$ cat config.mk
export PLATFORM = sky130hd
export DESIGN_NAME = ifu_swc
export DESIGN_NICKNAME = d
export VERILOG_FILES = /design/src/rtl/ifu_swc.sv
export SDC_FILE = /design/constraint.sdc
export NUM_CORES = 1
export LEC_CHECK = 0
export ABC_CLOCK_PERIOD_IN_PS = 6400
export CORE_UTILIZATION = 45
export DETAILED_ROUTE_END_ITERATION = 7
export GPL_TIMING_DRIVEN = 0
export PLACE_DENSITY = 0.83
export SLEW_MARGIN = 20
export SYNTH_ARGS = -nofsm -noshare
export SYNTH_HDL_FRONTEND = slang
export SYNTH_SLANG_ARGS = --single-unit
$ cat constraint.sdc
create_clock -name hclk -period 6.4 [get_ports hclk]
set_clock_uncertainty 0.05 [all_clocks]
set_input_delay 1.28 -clock hclk [delete_from_list [all_inputs] [get_ports hclk]]
set_output_delay 1.28 -clock hclk [all_outputs]
set_load 0.05 [all_outputs]
$ cat src/rtl/ifu_swc.sv
// ifu_swc: single-issue fetch unit with execute window; IFU_SWC_RETIRE_CNT_EN enables the retire counter
module ifu_swc #(
  parameter logic [31:0] RESET_PC = 32'h0000_0000,
  parameter logic [3:0]  CYC_LAST = 4'd4
) (
  input  logic        hclk,
  input  logic        hrst,
  output logic [31:0] haddr,
  output logic [1:0]  htrans,
  input  logic        hready,
  input  logic [31:0] hrdata,
  input  logic        hresp,
  input  logic        redirect_vld,
  input  logic [31:0] redirect_pc,
  output logic [31:0] ifu_inst,
  output logic        ifu_dec_stall,
  output logic [3:0]  cycle_cnt,
  output logic [31:0] ifu_pc,
  output logic        ifu_fault,
  output logic [31:0] ifu_retire_cnt
);
  typedef enum logic [1:0] {FETCH_A, FETCH_D, EXEC, FAULT} state_t;
  state_t      state;
  logic [31:0] pc;
  logic [31:0] rd_pc;
  logic        rd_vld;
  logic        retire;
  logic        redir;
  logic [31:0] nxt_pc;
  // next fetch address: a same-cycle strobe beats the latched target, which beats sequential pc+4
  always_comb begin
    retire = state == EXEC && cycle_cnt == CYC_LAST;
    redir  = redirect_vld | rd_vld;
    nxt_pc = redirect_vld ? redirect_pc : rd_vld ? rd_pc : ifu_pc + 32'd4;
  end
  assign haddr         = hrst ? RESET_PC : pc;
  assign htrans        = state == FETCH_A && !hrst ? 2'b10 : 2'b00;
  assign ifu_dec_stall = state != EXEC;
  assign ifu_fault     = state == FAULT;
  // fetch / execute sequencer; FAULT is left only through reset
  always_ff @(posedge hclk) begin
    if (hrst) begin
      state     <= FETCH_A;
      pc        <= RESET_PC;
      ifu_inst  <= 32'h0000_0013;
      ifu_pc    <= RESET_PC;
      cycle_cnt <= 4'd0;
      rd_vld    <= 1'b0;
      rd_pc     <= 32'd0;
    end else begin
      case (state)
        FETCH_A: if (hready) state <= FETCH_D;
        FETCH_D: if (hready) begin
          if (hresp) state <= FAULT;
          else begin
            ifu_inst <= hrdata;
            ifu_pc   <= pc;
            state    <= EXEC;
          end
        end
        EXEC: begin
          if (redirect_vld) begin
            rd_vld <= 1'b1;
            rd_pc  <= redirect_pc;
          end
          cycle_cnt <= cycle_cnt + 4'd1;
          if (retire) begin
            cycle_cnt <= 4'd0;
            rd_vld    <= 1'b0;
            pc        <= nxt_pc;
            state     <= redir && |nxt_pc[1:0] ? FAULT : FETCH_A;
          end
        end
        default: ;
      endcase
    end
  end
`ifdef IFU_SWC_RETIRE_CNT_EN
  logic [31:0] retire_cnt;
  // count every retire, including the one that precedes a misaligned-redirect fault
  always_ff @(posedge hclk) begin
    if (hrst) retire_cnt <= 32'd0;
    else if (retire) retire_cnt <= retire_cnt + 32'd1;
  end
  assign ifu_retire_cnt = retire_cnt;
`else
  assign ifu_retire_cnt = 32'd0;
`endif
endmodule

==> summary.md <==
| Metric | Value |
|---|---|
| Outcome | `finished clean` |
| Post-DR vias/cell | `5.208` |
| Number of pins exceeding their max-slew limit in the final report | `0` |
| Prevailing post-synth register cell | `dfxtp_1` |
| Post-synthesis average cell area | `7.489 µm²` |
| Synthesized netlist cell count | `just under 900` |
| Max Clock Freq | `0.2168 GHz` |
| Routed wire length | `20,060 µm` |
| Most common library cell in the layout ignoring fill and taps | `nand2_1` |
| Wire length of the first global-routing pass | `approximately 32,000 µm` |
| Sort of element at the start of the critical path | `input pin` |
| Combined area of all synthesized cells | `between 0.006 and 0.007 mm²` |
| Category of the worst setup path capture point | `output port` |
| Area of all placed cells without fillers | `0.009183 mm²` |
| Count of instances resized after the clock tree is built | `0` |
| CP Max Fanout | `10` |
| Port buffer count | `169` |
| Leading area contributor after synthesis | `dfxtp_1` |
| Number of synthesized flops with an enable pin | `0` |
| Sequential area share after synthesis | `0.4129` |
| Total global routing overflow | `0` |
| Number of antenna violations at the first check in global routing | `0` |
| Layout Nets | `1,171` |
| Hold Path Depth | `2` |
| Count of inserted antenna diode cells | `0` |
| DRT antenna net count | `0` |
| Crit path setup slack, layout | `around 1800 ps` |
| Commonest cells after routing, fill and taps aside | `nand2_1, clkdlybuf4s50_1, dfxtp_1` |
| Total global routing track utilization | `0.2765` |
| Number of post-CTS setup repair buffers | `0` |
| Die Area | `roughly 0.015 mm²` |
| Drt drc | `0` |
| Width of the die | `122.6 µm` |
| Effective utilization at floorplan | `0.4661` |
| Worst Tran Pin Value | `1024 ps` |
| TritonCTS Buffers | `17` |
| 1st-iter DRT viols | `592` |
| Routed via count | `6,703` |
| Maximum count of clock buffers along a single path | `2` |
| Io pins | `205` |
| Synth warn | `0` |
| Required time of the critical path | `5070 ps` |
| Ys async rst share | `0` |
| Main area contributors after synthesis | `dfxtp_1, nand2_1, a21oi_1` |
| Number of H-tree branching levels | `4` |
| Fraction of final layout cells with drive strength greater than 1 | `0.06504` |
| Number of endpoints failing setup at the final stage | `0` |
| Pin count of the biggest net entering global routing | `17` |
| Relative slew slack | `0.3150` |
| Layout fillers | `1,205` |
| # hold bufs at CTS | `0` |
| Maximum VDD drop | `0.1612 mV` |
| Clock tree from TritonCTS | `done` |
| Leakage power of the design | `~3.2 nW` |
| Total of flip-flops plus latches after synthesis | `135` |
| Worst-path clk slew | `around 50 ps` |
| Area share of the largest cell type after synthesis | `0.4129` |
| Area post-placement | `0.008582 mm²` |
| Height of the die | `~120 µm` |
| Area growth from synthesis to final layout | `40.30%` |
| R2R cell count | `8` |
| Core area | `0.01404 mm²` |
| Sink count of the clock tree | `approximately 140` |
| Max-cap viol count | `0` |
| TNS Setup | `0 ps` |
| Wire per inst | `15.58 µm` |
| Routability congestion estimate from global placement | `0.8924` |
| Number of iterations in the first detailed-routing pass | `5` |
| Final critical path time including I/O delays and setup | `around 4600 ps` |
| FP Rows | `43` |
| HPWL after detailed placement | `14,830 µm` |
| Clock Latency Late Sink | `approximately 420 ps` |
| RSZ-0062 raised after global routing | `no` |
| Hold Fails Final Rpt | `0` |
| Type of the setup path with the least slack | `input pin to output port` |
| Register Area | `0.002703 mm²` |
| CTS Root Buffer Type | `clkbuf_16` |
| Type of the most critical hold path | `flip-flop to flip-flop` |
| Total power divided by cell area | `233.9 mW/mm²` |
| Vias in the first global route | `6,265` |
| Placement Setup Slack | `between 1500 and 2000 ps` |
| Final worst path period share | `0.7207` |
| Arrival time of data at the critical path endpoint | `about 3300 ps` |
| Total area of multi-input combinational cells | `about 0.0034 mm²` |
| Worst Hold Margin | `401.8 ps` |
| Synth unique cells | `51` |
-- routing by layer --
metal	up-vias	share of wire	track usage
met5	-	0	0
met4	0	0.028	0.1425
met3	43	0.094	0.08504
met2	318	0.46	0.4301
met1	3043	0.41	0.3431
li1	3299	-	-
-- power by group --
part | leakage (nW) | switching [mW] | total, mW | internal (mW)
registers | 1.09 | 0.00927 | 0.866 | 0.857
clock network | 0.297 | 0.360 | 1.00 | 0.640
logic | 1.86 | 0.185 | 0.282 | 0.0970
-- path summary, 6_finish.rpt --
check | slack (ps) | endpoint | start
setup / recovery | 1790 | haddr[0] | hrst
hold / removal | 400 | ifu_inst[15] | ifu_inst[15]
setup reg to reg | 3440 | pc[12] | state[1]
hold reg to reg | 400 | ifu_inst[15] | ifu_inst[15]
-- state kept, by name (all words and copies together), names as in the netlist --
register,count
state,2
ifu_pc,32
cycle_cnt,4
rd_vld,1
pc,32
ifu_inst,32
rd_pc,32
-- synth_stat cells, types with 14 or more instances --
cell / n
nand2_1: 242
a211oi_1: 16
buf_4: 33
nand3_1: 14
a21oi_1: 113
inv_1: 16
nor2b_1: 36
nor2_1: 47
clkbuf_1: 55
o21ai_0: 17
dfxtp_1: 135
-- kinds of logic after synthesis --
family	synth area share
buffers and inverters	0.08316
xor gates and xnor gates	0.03345
adders and majority gates	0.01529
DFF	0.4129
and+or+nand+nor	0.2730
muxes	0.01568
AOI/OAI and AO/OA	0.1659
other	0.0005730
-- critical path, stage by stage --
cell             delay (ps)
clkbuf_1                440
clkbuf_1                700
nor2b_1                 110
clkdlybuf4s50_1         750
-- stage by stage --
step                      utilization  total power [mW]  std cells
after CTS                      0.6539             2.155       1287
after global routing           0.6539             2.217       1287
after detailed placement       0.6112             1.164       1255
after floorplan                     -             1.062        906
after global placement         0.6112             1.160       1255
final                          0.6539             2.148       1287
-- layout make-up --
class                      count  share of cell area
sequential                   135              0.2943
multi-input combinational    659              0.3723
timing repair buffer         169              0.1842
clock buffer                  23             0.05205
clock inverter                 9             0.01335
tap                          180             0.02453
buffer                        96             0.05273
inverter                      16            0.006540
Power figures use the tool's default switching activity.
